--- config.mk ---
export PLATFORM = sky130hd
export DESIGN_NAME = msu_sd_arbiter
export DESIGN_NICKNAME = d
export VERILOG_FILES = /design/src/rtl/msu_sd_pkg.sv /design/src/rtl/msu_sd_watchdog.sv /design/src/rtl/msu_sd_arbiter.sv
export SDC_FILE = /design/constraint.sdc
export NUM_CORES = 1
export LEC_CHECK = 0
export CORE_ASPECT_RATIO = 1.5
export CORE_MARGIN = 3
export CORE_UTILIZATION = 35
export CTS_BUF_LIST = sky130_fd_sc_hd__clkbuf_8
export CTS_CLUSTER_SIZE = 28
export DETAILED_ROUTE_END_ITERATION = 6
export REMOVE_ABC_BUFFERS = 1
export SYNTH_ARGS = -nofsm -noshare
export SYNTH_HDL_FRONTEND = slang
export SYNTH_SLANG_ARGS = --single-unit
--- constraint.sdc ---
create_clock -name clk -period 5.25 [get_ports clk]
set_input_delay 1.575 -clock clk [delete_from_list [all_inputs] [get_ports clk]]
set_output_delay 1.575 -clock clk [all_outputs]
set_load 0.1 [all_outputs]
--- src/rtl/msu_sd_pkg.sv ---
// Shared types and constants for the MSU SD sector arbiter.
package msu_sd_pkg;

    typedef enum logic [1:0] {
        ST_IDLE = 2'd0,
        ST_REQ  = 2'd1,
        ST_XFER = 2'd2,
        ST_GAP  = 2'd3
    } state_t;

    localparam int unsigned REQ_AUDIO        = 0;
    localparam int unsigned REQ_DATA         = 1;
    localparam int unsigned WORDS_PER_SECTOR = 256;
    localparam int unsigned TIMER_W          = 24;
    localparam int unsigned WCNT_W           = 9;
    localparam int unsigned LBA_W            = 32;

    // One-hot grant vector for a requester index.
    function automatic logic [1:0] onehot(input logic idx);
        return idx ? 2'b10 : 2'b01;
    endfunction

endpackage

--- src/rtl/msu_sd_watchdog.sv ---
// Request-phase watchdog: counts enabled cycles from zero, flags the last allowed one.
module msu_sd_watchdog
    import msu_sd_pkg::*;
#(
    parameter logic [TIMER_W-1:0] TIMEOUT = 24'd1000000
) (
    input  logic clk,
    input  logic reset_n,
    input  logic enable,
    input  logic clear,
    output logic expire
);

    logic [TIMER_W-1:0] count;

    // Cycle counter, held at zero while cleared and saturating at full scale.
    always_ff @(posedge clk) begin
        if (!reset_n || clear) begin
            count <= '0;
        end else if (enable && count != '1) begin
            count <= count + TIMER_W'(1);
        end
    end

    assign expire = enable && (count == TIMEOUT - TIMER_W'(1));

endmodule

--- src/rtl/msu_sd_arbiter.sv ---
// Round-robin arbiter sharing one HPS SD sector channel between audio and data requesters.
module msu_sd_arbiter
    import msu_sd_pkg::*;
#(
    parameter logic [TIMER_W-1:0] TIMEOUT = 24'd1000000,
    parameter logic [WCNT_W-1:0]  WORDS   = WCNT_W'(WORDS_PER_SECTOR)
) (
    input  logic             clk,
    input  logic             reset_n,
    input  logic [1:0]       req_rd,
    input  logic [LBA_W-1:0] req_lba0,
    input  logic [LBA_W-1:0] req_lba1,
    input  logic [1:0]       req_cancel,
    output logic [LBA_W-1:0] sd_lba,
    output logic             sd_rd,
    input  logic             sd_ack,
    input  logic             sd_buff_wr,
    output logic [1:0]       grant,
    output logic [1:0]       req_ack,
    output logic [1:0]       req_wr,
    output logic [1:0]       req_err
);

    state_t              state;
    logic                owner;
    logic                last;
    logic                suppress;
    logic [WCNT_W-1:0]   word_cnt;
    logic                expire;
    logic                busy;
    logic                cancel_hit;
    logic                mask;
    logic                pass;
    logic                pick;

    assign busy       = (state == ST_REQ) || (state == ST_XFER);
    assign cancel_hit = busy && req_cancel[owner];
    assign mask       = suppress || cancel_hit;
    assign pass       = reset_n && busy && !mask;

    // Audio wins unless data is also asking and audio was served last.
    assign pick = (req_rd[REQ_AUDIO] && (!req_rd[REQ_DATA] || last)) ? 1'b0 : 1'b1;

    // Owner-qualified HPS strobes; silenced once the owner has cancelled.
    assign req_ack = pass ? (grant & {2{sd_ack}})     : 2'b00;
    assign req_wr  = pass ? (grant & {2{sd_buff_wr}}) : 2'b00;

    msu_sd_watchdog #(
        .TIMEOUT (TIMEOUT)
    ) u_watchdog (
        .clk     (clk),
        .reset_n (reset_n),
        .enable  (state == ST_REQ),
        .clear   (state != ST_REQ),
        .expire  (expire)
    );

    // Arbitration and transfer sequencing with registered outputs.
    always_ff @(posedge clk) begin
        if (!reset_n) begin
            state    <= ST_IDLE;
            sd_rd    <= 1'b0;
            sd_lba   <= '0;
            grant    <= 2'b00;
            req_err  <= 2'b00;
            suppress <= 1'b0;
            word_cnt <= '0;
            last     <= 1'b1;
            owner    <= 1'b0;
        end else begin
            req_err <= 2'b00;
            case (state)
                ST_IDLE: begin
                    if (|req_rd) begin
                        owner  <= pick;
                        grant  <= onehot(pick);
                        sd_lba <= pick ? req_lba1 : req_lba0;
                        sd_rd  <= 1'b1;
                        state  <= ST_REQ;
                    end
                end
                ST_REQ: begin
                    if (cancel_hit) suppress <= 1'b1;
                    if (sd_ack) begin
                        sd_rd <= 1'b0;
                        state <= ST_XFER;
                    end else if (expire) begin
                        sd_rd   <= 1'b0;
                        req_err <= mask ? 2'b00 : grant;
                        state   <= ST_GAP;
                    end
                end
                ST_XFER: begin
                    if (cancel_hit) suppress <= 1'b1;
                    if (sd_buff_wr && word_cnt != '1) word_cnt <= word_cnt + WCNT_W'(1);
                    if (!sd_ack) begin
                        if (word_cnt != WORDS && !mask) req_err <= grant;
                        state <= ST_GAP;
                    end
                end
                ST_GAP: begin
                    grant    <= 2'b00;
                    last     <= owner;
                    word_cnt <= '0;
                    suppress <= 1'b0;
                    state    <= ST_IDLE;
                end
                default: state <= ST_IDLE;
            endcase
        end
    end

endmodule

======== Word-level counts from Yosys, hierarchy flattened ========
Index checks and enable logic that the tools add are counted.
Widths: inputs -> output; s select.
operators by class
  equality and inequality tests ........... 13
  add/subtract/negate cells ............... 2
  $lt $le $gt $ge ......................... 1
  bitwise gates (word level) .............. 2
  reductions and logical operators ........ 28
  mux-type cells .......................... 28
operators by type and width
  kind                   count
  $mux 32                1
  $mux 2                 13
  $add 24x1->24 const B  1
  $eq 24x20->1 const B   1
  $ne 24x24->1 const B   1
  $ne 9x9->1 const B     2
  $pmux 9 s2             1
  $add 9x1->9 const B    1
  $mux 9                 1
  $logic_and 1x1->1      8
  $pmux 2 s2             2
  $pmux 2 s4             1
  $reduce_and 2->1       4
  $reduce_bool 2->1      4
  $mux 1                 7
  $ne 2x1->1 const B     3
  $reduce_and 3->1       2
  $and 2x2->2            2
  $eq 2x2->1 const B     2
  $logic_or 1x1->1       4
  $ne 2x2->1 const B     2
  $pmux 1 s2             2
  $reduce_or 2->1        2
  $logic_not 1->1        3
  4 further kinds        4
storage, ports and cells
  flip-flop bits (word level) ............. 75
  input port bits ......................... 72

======== Depth between registers and ports, before layout ========
  depth in word-level cells ............... 9
  mapped depth ............................ 9

======== Hierarchy ========
From an unflattened synthesis, not the netlist that was laid out.
second synthesis, totals
  cell total of the unflattened synthesis .. 407
  area total of the unflattened synthesis .. 3,589.7 µm²
by module, submodules not included
  module           cells each  sequential area each (µm²)  area each (µm²)  times used
  msu_sd_arbiter   267         1,021.0                     2,287.2          1
  msu_sd_watchdog  140         480.5                       1,302.5          1

======== Worst setup path after synthesis ========
No wires, ideal clock.
  kind .................................... input-to-output
  start point ............................. input reset_n
  end point ............................... output req_ack[0]
  arrival time ............................ 3.573 ns
  stages on the path ...................... 5
  path slack .............................. 0.102 ns
  cells stage by stage .................... clkbuf_1 -> inv_1 -> nor3_1 -> nand2_1 -> nor2_1
between the ends
  longest elaborated chain between the ends .. 3
ends and longest elaborated chain
  element                          RTL line              source
  start, declared                  msu_sd_arbiter.sv:9   input logic reset_n,
  $logic_and 1x1->1 (2 in series)  msu_sd_arbiter.sv:39  assign pass = reset_n && busy && !mask;
  $mux 2                           msu_sd_arbiter.sv:45  assign req_ack = pass ? (grant & {2{sd_ack}}) : 2'b00;
  end, declared                    msu_sd_arbiter.sv:19  output logic [1:0] req_ack,
No other way between the ends.

======== Worst setup path after layout ========
  start point ............................. input req_cancel[1]
  end point ............................... output req_wr[0]
between the ends
  longest elaborated chain between the ends .. 7
ends and longest elaborated chain
  element                                     RTL line              source
  start, declared                             msu_sd_arbiter.sv:13  input logic [1:0] req_cancel,
  $mux 1 (implied by the code) (2 in series)  msu_sd_arbiter.sv:37  assign cancel_hit = busy && req_cancel[owner];
  $logic_and 1x1->1                           msu_sd_arbiter.sv:37
  $logic_or 1x1->1                            msu_sd_arbiter.sv:38  assign mask = suppress || cancel_hit;
  $logic_not 1->1                             msu_sd_arbiter.sv:39
  $logic_and 1x1->1                           msu_sd_arbiter.sv:39
  $mux 2                                      msu_sd_arbiter.sv:46  assign req_wr = pass ? (grant & {2{sd_buff_wr}}) : 2'b00;
  end, declared                               msu_sd_arbiter.sv:20  output logic [1:0] req_wr,
No other way between the ends. The select of a mux whose other input is x is not followed.

==> out/qor.csv <==
stage,metric,value,unit
sta,final hold violations,0,
critical_path,CP cell instances,clkdlybuf4s50_1 > mux2i_1 > nand2_1 > nor3_1 > nand2_1 > nor2_1 > buf_12,
clocking,Hold Buf Count CTS,0,
critical_path,worst-path fanout max,3,
synth,largest family of logic cells by synthesized area,simple AND/OR/NAND/NOR gates,
final_layout,fraction of layout cells with a size suffix above 1,0.0749,
final_layout,final instance area,0.00485,mm^2
sta,skew final,7.43,ps
synth,"area leader, netlist",dfxtp_1,
sta,Max Fclk,217,MHz
drt,# DRC,0,
global_route,vias in the first global route,3490,
clocking,CTS Buf Count,9,
synth,"Distinct cells, synth",50,
global_route,GRT Util Overall,0.184,
synth,"flops & latches, synth",75,
sta,Worst Max-Slew Pin Slew,1020,ps
synth,Synth top cells by count,"nor2_1 (76), dfxtp_1 (75), a222oi_1 (32)",
die,FP Rows,43,
clocking,CTS max path bufs,2,
placed_design,routability cong.,0.795,
power,Sequential Power Share,0.325,
die,core area,0.00942,mm^2
outcome,status,"complete, no violations",
sta,Max Slew Vio Count,0,
critical_path,max incr delay on CP,390,ps
synth,share of the yosys chip area belonging to registers,0.434,
power,PwrDens,458,mW/mm^2
sta,post-route minimum period,4620,ps
clocking,H-tree Lvls,3,
placed_design,post-detail-place hpwl,7110,um
synth,Post-synth EDFFs,0,
synth,Post-Synth XOR/XNOR Area,0.0583,
clocking,Resized cells post-CTS,0,
power,Switch Pwr,1070,uW
critical_path,CP Data Required Time,3680,ps
hold_path,worst hold start,u_watchdog.count[23],
final_layout,Filler cells,864,
synth,YS warnings,0,
critical_path,crit path DAT,3040,ps
power,power share of the clock group,0.167,
hold_path,Hold/Removal Path Class,reg -> reg,
critical_path,startpoint types,input pin,
die,I/O Pins,113,
power,switching fraction of total power,0.484,
critical_path,worst r2r src,u_watchdog.count[0],
sta,Rel. slew slack,0.317,
placed_design,DP Area,0.00469,mm^2
sta,RSZ-0062 raised after global routing,no,
critical_path,Worst Setup SP,req_cancel[1],
die,die width,87.1,um
synth,Post-Synthesis Cells,383,
drt,Via Count,3357,
drt,DRT iter0 DRCs,236,
synth,Compound-Gate Fraction of Synth Area,0.175,
synth,leading cell type by number of instances after synthesis,nor2_1,
drt,vias per cell,5.54,
synth,Simple-Gate Fraction of Synth Area,0.247,
flow_run,number of max-cap violations,0,
die,Die Y,128,um
clocking,worst skew pair latency,350,ps
sta,Hold Slack,501,ps
clocking,"CTS clk-pin slew, worst paths",70,ps
sta,"Setup violations, final",0,
critical_path,crit end category,output pin,
sta,TNS Setup,0,ps
synth,"Top FF cell, synth",dfxtp_1,
die,initial core utilization,0.367,
clocking,Post-CTS Setup Bufs,0,
synth,post-synthesis average cell area,9.03,um^2
power,Logic pwr share,0.509,
sta,fin crit share,0.879,
synth,fraction of registers with async set/reset,0,
power,Static Leak,0.00173,uW
global_route,total grt overflow,0,
synth,Synth area leaders,"dfxtp_1 (43%), a222oi_1 (9.3%), nor2_1 (8.3%)",
clocking,clk root buf,clkbuf_8,
synth,Synth top area share,0.434,
drt,routed wire length,9820,um
synth,mux cell area share after synthesis,0.00869,
synth,Post-Syn Area,0.00346,mm^2
placed_design,number of I/O port buffers,112,
final_layout,Ant. Diodes,0,
clocking,CTS tree,yes,
power,internal power,1150,uW
drt,DRT antenna net count,0,
global_route,initial antenna violation count,0,
final_layout,area delta synth->final,40.2,%
final_layout,area of the multi-input gates,0.00182,mm^2
final_layout,sequential cell area,0.00150,mm^2
drt,DR WL/cell,16.2,um
power,VDD IR-drop max,0.000304,V
power,total chip power,2220,uW
drt,TritonRoute pass-1 iters,7,
synth,fraction of the mapped netlist area in adder cells,0.0326,
critical_path,WS Path Type,in -> out,
final_layout,Layout Nets,570,
die,die area,0.0111,mm^2
critical_path,"Slowest-stage cell, CP",clkdlybuf4s50_1,
global_route,pin count of the biggest net entering global routing,40,
clocking,clock sinks,75,
critical_path,Crit path top cell by count,nand2_1,
global_route,global-route wire length before repair,16400,um
placed cells by master (no fill, tap or decap), types with 4 or more instances in the layout:
cell type,n
clkdlybuf4s50_1,108
nor2_1,76
dfxtp_1,75
a222oi_1,32
nand2_1,21
xnor2_1,19
inv_1,14
a21oi_1,11
nand4_1,11
nor3_1,9
nand3_1,9
ha_1,9
clkbuf_8,9
a31oi_1,8
nor2b_1,6
o21ai_0,6
buf_4,5
nor4_1,4
xor2_1,4
buf_12,4
power groups by stage:
stage | logic, uW | registers [uW] | clock network (uW)
after floorplan | 330 | 1210 | 0
after global placement | 1130 | 730 | 0
after detailed placement | 1140 | 730 | 0
after CTS | 1140 | 721 | 383
after global routing | 1200 | 732 | 407
final | 1130 | 721 | 370
cell families (layout without fill, tap and decap cells):
group | after synthesis | after routing
AND/OR/NAND/NOR | 165 | 165
AO/OA/AOI/OAI | 76 | 76
flip-flops | 75 | 75
buffers and inverters | 32 | 143
XOR/XNOR | 23 | 23
adder cells (fa/ha/maj) | 9 | 9
multiplexers | 3 | 3
routing by layer:
layer	global-route usage	vias up	share of wire
li1	-	1633	-
met1	0.215	1579	0.40
met2	0.299	135	0.48
met3	0.0765	10	0.10
met4	0.0705	0	0.015
met5	0	-	0
metrics by stage:
step	util	worst slack (ps)	instances
floorplan	-	20.2	361
global placement	0.498	653	590
detailed placement	0.498	626	590
CTS	0.515	626	606
global route	0.515	454	606
finish	0.515	633	606
worst paths after layout:
| kind | depth (start not counted) | slack [ps] | end |
|---|---|---|---|
| worst max-delay path | 7 | 630 | req_wr[0] |
| worst min-delay path | 2 | 500 | u_watchdog.count[23] |
| worst max register to register | 5 | 3030 | u_watchdog.count[10] |
| worst min register to register | 2 | 500 | u_watchdog.count[23] |
critical path: cells and delay by family:
family,cells,cell delay (ps)
muxes,1,230
and+or+nand+nor,4,630
buffers and inverters,2,600
state kept, by name, indices dropped and copies added (netlist names):
| register | count |
|---|---|
| sd_lba | 32 |
| u_watchdog.count | 24 |
| word_cnt | 9 |
| grant | 2 |
| req_err | 2 |
| state | 2 |
| last | 1 |
| owner | 1 |
| sd_rd | 1 |
| suppress | 1 |
final cells by class:
type / count / area share
Sequential cell: 75 / 0.310
Tap cell: 112 / 0.0289
Clock inverter: 7 / 0.00620
Clock buffer: 9 / 0.0256
Timing Repair Buffer: 117 / 0.247
Inverter: 10 / 0.00774
Multi-Input combinational cell: 276 / 0.375
Note: power is estimated with default switching activity, not from simulation.
